$ cat config.mk
export PLATFORM = sky130hd
export DESIGN_NAME = ex_operand_stage
export DESIGN_NICKNAME = d
export VERILOG_FILES = /design/src/rtl/ex_operand_stage.sv
export SDC_FILE = /design/constraint.sdc
export NUM_CORES = 1
export LEC_CHECK = 0
export ABC_AREA = 1
export ABC_CLOCK_PERIOD_IN_PS = 1000
export BUFFER_PORTS_ARGS = -buffer_cell sky130_fd_sc_hd__buf_2
export CAP_MARGIN = 20
export CORE_MARGIN = 5
export CORE_UTILIZATION = 30
export DETAILED_ROUTE_END_ITERATION = 10
export PLACE_DENSITY = 0.75
export SETUP_SLACK_MARGIN = 0.15
export SLEW_MARGIN = 15
export SYNTH_ARGS = -nofsm -noshare
export SYNTH_HDL_FRONTEND = slang
export SYNTH_SLANG_ARGS = --single-unit
$ cat constraint.sdc
create_clock -name clk -period 1 [get_ports clk]
set_input_delay 0.2 -clock clk [delete_from_list [all_inputs] [get_ports clk]]
set_output_delay 0.2 -clock clk [all_outputs]
set_load 0.1 [all_outputs]
$ cat src/rtl/ex_operand_stage.sv
// ex_operand_stage
//   Pipeline register between decode and the ALU. Captures one decoded
//   instruction, resolves its two ALU operands (PC / immediate / forwarded
//   register value), and presents them to the ALU over a valid/ready
//   handshake. This register is the only storage between decode and the ALU.
//
//   Optional feature macro: EX_OPERAND_FWD_EN
//     defined   : register operands are forwarded from the MEM stage (highest
//                 priority) and then the WB stage. A held entry that is
//                 stalled keeps picking up matching results, so it is never
//                 stale when it is released.
//     undefined : register operands come from in_rs*_val only. The mem_* and
//                 wb_* ports stay in the port list but are ignored.
//
//   Ports
//     clk, rst            clock, synchronous active-high reset
//     flush               drop the held entry and any capture this cycle
//     in_valid/in_ready   decode-side handshake
//     in_*                decoded instruction fields and register-file data
//     mem_fwd_*, wb_fwd_* MEM / WB stage results available for forwarding
//     out_valid/out_ready ALU-side handshake
//     alu_*, out_rd_addr  registered operands and pass-through fields
module ex_operand_stage #(
  parameter int XLEN = 32
) (
  input  logic            clk,
  input  logic            rst,
  input  logic            flush,
  input  logic            in_valid,
  output logic            in_ready,
  input  logic [4:0]      in_opcode,
  input  logic            in_s_32,
  input  logic [XLEN-1:0] in_rs1_val,
  input  logic [XLEN-1:0] in_rs2_val,
  input  logic [4:0]      in_rs1_addr,
  input  logic [4:0]      in_rs2_addr,
  input  logic [XLEN-1:0] in_imm,
  input  logic            in_use_imm,
  input  logic [XLEN-1:0] in_pc,
  input  logic            in_use_pc,
  input  logic [4:0]      in_rd_addr,
  input  logic            mem_fwd_en,
  input  logic [4:0]      mem_fwd_rd,
  input  logic [XLEN-1:0] mem_fwd_data,
  input  logic            wb_fwd_en,
  input  logic [4:0]      wb_fwd_rd,
  input  logic [XLEN-1:0] wb_fwd_data,
  output logic            out_valid,
  input  logic            out_ready,
  output logic [4:0]      alu_opcode,
  output logic            alu_s_32,
  output logic [XLEN-1:0] alu_rs1,
  output logic [XLEN-1:0] alu_rs2,
  output logic [4:0]      out_rd_addr
);

  logic            valid_q, valid_d;
  logic [4:0]      opcode_q, opcode_d;
  logic            s32_q, s32_d;
  logic [XLEN-1:0] rs1_q, rs1_d;
  logic [XLEN-1:0] rs2_q, rs2_d;
  logic [4:0]      rd_q, rd_d;
  logic [4:0]      rs1_addr_q, rs1_addr_d;
  logic [4:0]      rs2_addr_q, rs2_addr_d;
  // Operand came from the register file (not PC / immediate) and may
  // therefore be refreshed by forwarding while stalled.
  logic            rs1_reg_q, rs1_reg_d;
  logic            rs2_reg_q, rs2_reg_d;

  logic            capture;
  logic            stall;

  logic [XLEN-1:0] in_rs1_fwd;
  logic [XLEN-1:0] in_rs2_fwd;
  logic [XLEN-1:0] held_rs1_fwd;
  logic [XLEN-1:0] held_rs2_fwd;

  assign in_ready = !valid_q || out_ready;
  assign capture  = in_valid && in_ready && !flush;
  // Capture cannot coincide with a stall: in_ready is low whenever stalled.
  assign stall    = valid_q && !out_ready && !flush;

`ifdef EX_OPERAND_FWD_EN
  // MEM result is younger than WB, so it wins. x0 is never forwarded.
  function automatic logic [XLEN-1:0] fwd_sel(
    input logic [4:0]      addr,
    input logic [XLEN-1:0] rf_val,
    input logic            m_en,
    input logic [4:0]      m_rd,
    input logic [XLEN-1:0] m_data,
    input logic            w_en,
    input logic [4:0]      w_rd,
    input logic [XLEN-1:0] w_data
  );
    logic [XLEN-1:0] r;
    r = rf_val;
    if (addr != 5'd0) begin
      if (m_en && (m_rd == addr)) begin
        r = m_data;
      end else if (w_en && (w_rd == addr)) begin
        r = w_data;
      end
    end
    return r;
  endfunction

  assign in_rs1_fwd   = fwd_sel(in_rs1_addr, in_rs1_val, mem_fwd_en, mem_fwd_rd, mem_fwd_data,
                                wb_fwd_en, wb_fwd_rd, wb_fwd_data);
  assign in_rs2_fwd   = fwd_sel(in_rs2_addr, in_rs2_val, mem_fwd_en, mem_fwd_rd, mem_fwd_data,
                                wb_fwd_en, wb_fwd_rd, wb_fwd_data);
  assign held_rs1_fwd = fwd_sel(rs1_addr_q, rs1_q, mem_fwd_en, mem_fwd_rd, mem_fwd_data,
                                wb_fwd_en, wb_fwd_rd, wb_fwd_data);
  assign held_rs2_fwd = fwd_sel(rs2_addr_q, rs2_q, mem_fwd_en, mem_fwd_rd, mem_fwd_data,
                                wb_fwd_en, wb_fwd_rd, wb_fwd_data);
`else
  assign in_rs1_fwd   = in_rs1_val;
  assign in_rs2_fwd   = in_rs2_val;
  assign held_rs1_fwd = rs1_q;
  assign held_rs2_fwd = rs2_q;

  // Forwarding inputs and stored source addresses have no consumer here.
  logic unused_fwd;
  assign unused_fwd = ^{mem_fwd_en, mem_fwd_rd, mem_fwd_data,
                        wb_fwd_en, wb_fwd_rd, wb_fwd_data,
                        rs1_addr_q, rs2_addr_q};
`endif

  always_comb begin
    valid_d    = valid_q;
    opcode_d   = opcode_q;
    s32_d      = s32_q;
    rs1_d      = rs1_q;
    rs2_d      = rs2_q;
    rd_d       = rd_q;
    rs1_addr_d = rs1_addr_q;
    rs2_addr_d = rs2_addr_q;
    rs1_reg_d  = rs1_reg_q;
    rs2_reg_d  = rs2_reg_q;

    if (capture) begin
      opcode_d   = in_opcode;
      s32_d      = in_s_32;
      rd_d       = in_rd_addr;
      rs1_addr_d = in_rs1_addr;
      rs2_addr_d = in_rs2_addr;
      rs1_reg_d  = !in_use_pc;
      rs2_reg_d  = !in_use_imm;
      rs1_d      = in_use_pc  ? in_pc  : in_rs1_fwd;
      rs2_d      = in_use_imm ? in_imm : in_rs2_fwd;
    end else if (stall) begin
      if (rs1_reg_q) rs1_d = held_rs1_fwd;
      if (rs2_reg_q) rs2_d = held_rs2_fwd;
    end

    if (flush) begin
      valid_d = 1'b0;
    end else if (capture) begin
      valid_d = 1'b1;
    end else if (out_ready) begin
      valid_d = 1'b0;
    end
  end

  always_ff @(posedge clk) begin
    if (rst) begin
      valid_q    <= 1'b0;
      opcode_q   <= '0;
      s32_q      <= 1'b0;
      rs1_q      <= '0;
      rs2_q      <= '0;
      rd_q       <= '0;
      rs1_addr_q <= '0;
      rs2_addr_q <= '0;
      rs1_reg_q  <= 1'b0;
      rs2_reg_q  <= 1'b0;
    end else begin
      valid_q    <= valid_d;
      opcode_q   <= opcode_d;
      s32_q      <= s32_d;
      rs1_q      <= rs1_d;
      rs2_q      <= rs2_d;
      rd_q       <= rd_d;
      rs1_addr_q <= rs1_addr_d;
      rs2_addr_q <= rs2_addr_d;
      rs1_reg_q  <= rs1_reg_d;
      rs2_reg_q  <= rs2_reg_d;
    end
  end

  assign out_valid   = valid_q;
  assign alu_opcode  = opcode_q;
  assign alu_s_32    = s32_q;
  assign alu_rs1     = rs1_q;
  assign alu_rs2     = rs2_q;
  assign out_rd_addr = rd_q;

endmodule

==> results of run 1 <==
registers in the layout, indices dropped and copies added (netlist names):
register,count
alu_rs1,32
out_rd_addr,5
out_valid,1
alu_rs2,32
alu_opcode,5
alu_s_32,1
routing by layer:
metal / track usage / vias up / routed length (um)
met1: 0.168 / 1974 / 4860
met5: 0 / - / 0
met2: 0.279 / 159 / 6560
met4: 0.0675 / 0 / 346
met3: 0.0567 / 26 / 1230
li1: - / 2433 / -
worst max path at each step:
stage                        to  slack (ps)  cells past startpoint
global route        alu_rs1[22]        -270                      8
CTS                    in_ready        -240                      3
global placement    alu_rs2[31]        -110                      8
detailed placement   alu_rs2[3]        -160                      8
finish                 in_ready        -230                      3
floorplan            alu_rs2[1]        -220                      7
metrics by stage:
stage / instances / hold slack (ps)
2_1_floorplan: 680 / 267
4_1_cts: 1081 / 48.5
5_1_grt: 1092 / 55.3
6_report: 1092 / 66.2
3_3_place_gp: 1052 / 409
3_5_place_dp: 1052 / 413
timing repair:
action | CTS | global route
endpoints found under the hold margin | 0 | 0
endpoints found under the setup margin | 152 | 152
resized for setup | 18 | 43
pin swaps | 0 | 9
setup buffers | 6 | 9
gates cloned | 7 | 2
layout make-up:
cell class	instances	area, um2	share of cell area
clock buffer	12	267	0.0357
clock inverter	4	70.1	0.00938
inverter	131	492	0.0658
multi-input combinational	434	1930	0.259
sequential	76	1630	0.218
tap	176	220	0.0295
timing repair buffer	259	2860	0.383
report_power, final:
group / internal (mW) / switching (mW) / total [mW]
sequential: 3.29 / 0.222 / 3.51
combinational: 1.55 / 2.42 / 3.97
clock: 2.38 / 1.24 / 3.62
cells in the mapped netlist:
cell,number
a21oi_1,12
buf_2,20
buf_4,4
buf_6,7
clkbuf_1,9
dfxtp_1,76
inv_1,131
nand2_1,205
nand3b_1,11
nor2_1,139
nor2_4,1
nor3_1,1
o21ai_0,64
cell families (layout without fill, tap and decap cells):
family                 count (synthesis)  in the layout
DFF                                   76             76
buffers and inverters                171            406
AOI/OAI and AO/OA                     76             76
and+or+nand+nor                      357            358
==> flow_summary.yaml, run 1 <==
floorplanning:
  placementRows: 42
  fp.dieW_um: 126
  ios: 309
  core_area_um2: 13200
  die_area_um2: 15800
  initial_core_util: 0.305
  dieHeight_um: 126
clock_network:
  hold_buffers: 0
  clkTransAtPathRegs_ps: 60
  cts_buffer_depth: 2
  htreeDepth: 3
  numCtsBuffers: 9
  clkLatencyLatePin_ps: 330
  cts-root-buf: "clkbuf_16"
  cts_sinks: 76
  cts_tree: "done"
route:
  drt_iter0_markers: 88
  wl_per_cell_um: 11.9
  routed_wirelength_um: 13000
  ant_nets: 0
  drc_errors: 0
  via_per_inst: 4.21
  drt_pass1_iterations: 4
  route.vias.total: 4592
setup_path:
  worst_r2r_startpoint: "out_valid"
  arrival_ps: 1030
  critPathMaxStageDelay_ps: 360
  rr_endpoint: "alu_rs1[23]"
  path_class: "reg2out"
  slowest_stage: "dfxtp_4"
  setup.worst_path.start: "out_valid"
  required_ps: 800
  ff2ff_setup_slack_ps: -200
  critPathLaunchType: "flip-flop"
  worstPathMaxFanout: 2
  path_buf_inv: 2
  cp_top_family: "flip-flops"
  cpMostUsedCell: "buf_12"
  rr_worst_depth: 6
  cp-end-kind: "output pin"
  crit_chain: "nand2_4 > buf_12 > buf_12"
cells_and_area:
  antenna_cells: 0
  final_cell_mix: "193 x nand2_1, 145 x buf_2, 130 x inv_1"
  final_common_cell: "nand2_1"
  nFillCells: 1202
  final_area_um2: 7470
  layout-area-overhead-vs-synth_pct: 85.6
  fin_util: 0.566
  num-nets-final: 1143
  final_layout_size_suffix_gt1_frac: 0.433
global_routing:
  grt_max_degree: 53
  grt.overflow.total: 0
  first_global_vias: 4376
  antenna_found_initial: 0
  grt_usage: 0.157
  grt_pass1_wl_um: 20300
synthesis:
  synthSimpleGateAreaFrac: 0.345
  synth_area_leader_cell: "dfxtp_1"
  syn_nets: 912
  synthMuxAreaShare: 0
  synth_fa_ha_area_frac: 0
  synth_cells: 680
  synth_top_family_by_area: "simple AND/OR/NAND/NOR gates"
  synth_compound_area_frac: 0.0945
  avgSynthCellArea_um2: 5.92
  ys_seq_area_frac: 0.378
  synth-seq-cells: 76
  synth_top_area_frac: 0.378
  synth_xor_area_frac: 0
  netlist_area_um2: 4030
  ys_warn_count: 0
  ys_types: 13
  synth_area_leaders: "dfxtp_1 38%, nand2_1 19%, nor2_1 13%, inv_1 12%, o21ai_0 8.0%"
sta:
  rsz0062_at_grt: "true"
  period_needed_ps: 1230
  finClkSkew_ps: 4.83
  setup_viol: 152
  slew_violations: 0
  fin_tns_setup_ps: -15130
  period_share: 1.23
  worstMarginPinSlew_ps: 295
  relSlewSlack: 0.801
  timing.final.ws_setup_ps: -226
  hold_viol: 0
  fmax_ghz: 0.816
placed_design:
  dp_slack_ps: -162
  finalWeightedCongestion: 0.841
  dp_hpwl_um: 9170
  numPortBuffers: 222
  placed_area_um2: 6580
flow_run:
  cap_violations: 0
hold_path:
  min_from: "rst"
  hold-path-cell-count: 2
  min_to: "out_valid"
  hp-class: "in2reg"
power_and_ir_drop:
  power_leakage_nw: 3.95
  ir_worst_vdd_v: 0.000881
  power.total_mw: 11.1
  pwr_density_cell_nw_per_um2: 1490
outcome:
  violations: "setup timing"
  status: "finished with violations"
Power figures use the tool's default switching activity.
==> inputs of run 2 (changes only) <==
CORE_AREA = 5 5 115 117   (was default)
CORE_MARGIN = default   (was 5)
CORE_UTILIZATION = default   (was 30)
DIE_AREA = 0 0 120 122   (was default)
PLACE_DENSITY = 0.81   (was 0.75)
==> flow_summary.yaml, run 2 (synthesis gave the netlist of run 1 again) <==
global_routing:
  grt_max_degree: 42
  grt.overflow.total: 0
  use_met1: 0.172
  antenna_found_initial: 0
  grt.met3_usage: 0.0534
  gr-usage-met2: 0.273
  grt_usage: 0.156
  top_usage_layer: "met2"
  grt_pass1_wl_um: 18300
  first_global_vias: 3943
sta:
  finClkSkew_ps: 6.08
  fin_tns_setup_ps: -13930
  rsz0062_at_grt: "true"
  timing.final.ws_setup_ps: -223
  period_share: 1.22
  fmax_ghz: 0.818
  setup_viol: 152
  slew_violations: 0
  worstMarginPinSlew_ps: 351
  hold_viol: 0
  relSlewSlack: 0.766
  fin_hold_ws_ps: 52.3
  period_needed_ps: 1220
setup_path:
  arrival_ps: 1020
  worstPathMaxFanout: 3
  ff2ff_setup_slack_ps: -180
  crit_chain: "nand2_4 > buf_12 > buf_12"
  cp-end-kind: "output pin"
  path_class: "reg2out"
  required_ps: 800
  critPathLaunchType: "flip-flop"
  path_buf_inv: 2
  critPathMaxStageDelay_ps: 350
  slowest_stage: "dfxtp_4"
  cpMostUsedCell: "buf_12"
  cp_top_family: "flip-flops"
placed_design:
  dp_hpwl_um: 8850
  placed_cells: 1029
  finalWeightedCongestion: 0.768
  placed_area_um2: 6580
  numPortBuffers: 222
floorplanning:
  core_area_um2: 12300
  fp.dieW_um: 120
  ios: 309
  die_area_um2: 14600
  dieHeight_um: 122
  placementRows: 41
  initial_core_util: 0.328
route:
  wl_per_cell_um: 11.3
  via_per_inst: 4.23
  route.vias.total: 4524
  drt_pass1_iterations: 4
  drc_errors: 0
  ant_nets: 0
  drt_iter0_markers: 165
  routed_wirelength_um: 12100
clock_network:
  clkLatencyLatePin_ps: 330
  cts_sinks: 76
  clkTransAtPathRegs_ps: 60
  htreeDepth: 3
  cts_buffer_depth: 2
  cts_tree: "done"
  numCtsBuffers: 9
  cts-root-buf: "clkbuf_16"
cells_and_area:
  final_layout_size_suffix_gt1_frac: 0.407
  nFillCells: 1047
  multi_input_area_um2: 1890
  num-nets-final: 1146
  seqCellArea_um2: 1630
  final_common_cell: "nand2_1"
  instances_no_fill: 1069
  final_area_um2: 7220
  layout-area-overhead-vs-synth_pct: 79.4
  final_cell_mix: "202 x nand2_1, 146 x buf_2, 135 x nor2_1"
  antenna_cells: 0
power_and_ir_drop:
  pwr_density_cell_nw_per_um2: 1430
  ir_worst_vdd_v: 0.000817
  power.total_mw: 10.3
  power_leakage_nw: 3.87
hold_path:
  hp-class: "in2reg"
outcome:
  violations: "setup timing"
  status: "finished with violations"
flow_run:
  cap_violations: 0
[run 2: cell count changes in the layout (fill, tap and decap cells not counted), moves of 4 or more]
cell / previous run / this run
buf_4: 17 / 22
buf_6: 1 / 5
nand2_1: 193 / 202
nor2_2: 20 / 4
nand2_2: 9 / 1
nor2_1: 119 / 135
[run 2: per-layer routing]
layer | share of wire | vias to the layer above | wire, um
met4 | 0.017 | 0 | 206
met3 | 0.082 | 14 | 992
met5 | 0 | - | 0
li1 | - | 2442 | -
met2 | 0.49 | 147 | 5970
met1 | 0.41 | 1921 | 4960
[run 2: report_power, final]
part / internal, mW / total (mW) / switching (mW)
registers: 3.29 / 3.51 / 0.221
logic: 1.48 / 3.86 / 2.38
clock network: 1.73 / 2.95 / 1.22
[run 2: path summary, 6_finish.rpt]
| path | start | to | cells after the start |
|---|---|---|---|
| max reg2reg | out_valid | alu_rs1[0] | 6 |
| min | rst | out_valid | 2 |
| max | out_valid | in_ready | 3 |
| min reg2reg | out_rd_addr[3] | out_rd_addr[3] | 2 |
[run 2: layout make-up]
| cell class | instances | share of cell area |
|---|---|---|
| Multi-Input combinational cell | 434 | 0.262 |
| Sequential cell | 76 | 0.226 |
| Inverter | 131 | 0.0681 |
| Timing Repair Buffer | 262 | 0.381 |
| Clock inverter | 5 | 0.00381 |
| Tap cell | 150 | 0.0260 |
| Clock buffer | 11 | 0.0336 |
[run 2: through the flow]
| step | utilization | worst slack [ps] |
|---|---|---|
| 4_1_cts | 0.573 | -235 |
| 6_report | 0.589 | -223 |
| 2_1_floorplan | - | -221 |
| 3_3_place_gp | 0.537 | -166 |
| 3_5_place_dp | 0.537 | -212 |
| 5_1_grt | 0.589 | -260 |
[run 2: repair_timing]
action,CTS,global route
setup buffers,7,12
setup endpoints to repair,152,152
hold buffers,0,0
gates cloned,3,2
endpoints found under the hold margin,0,0
gates resized for setup,21,15
pin swaps,4,15
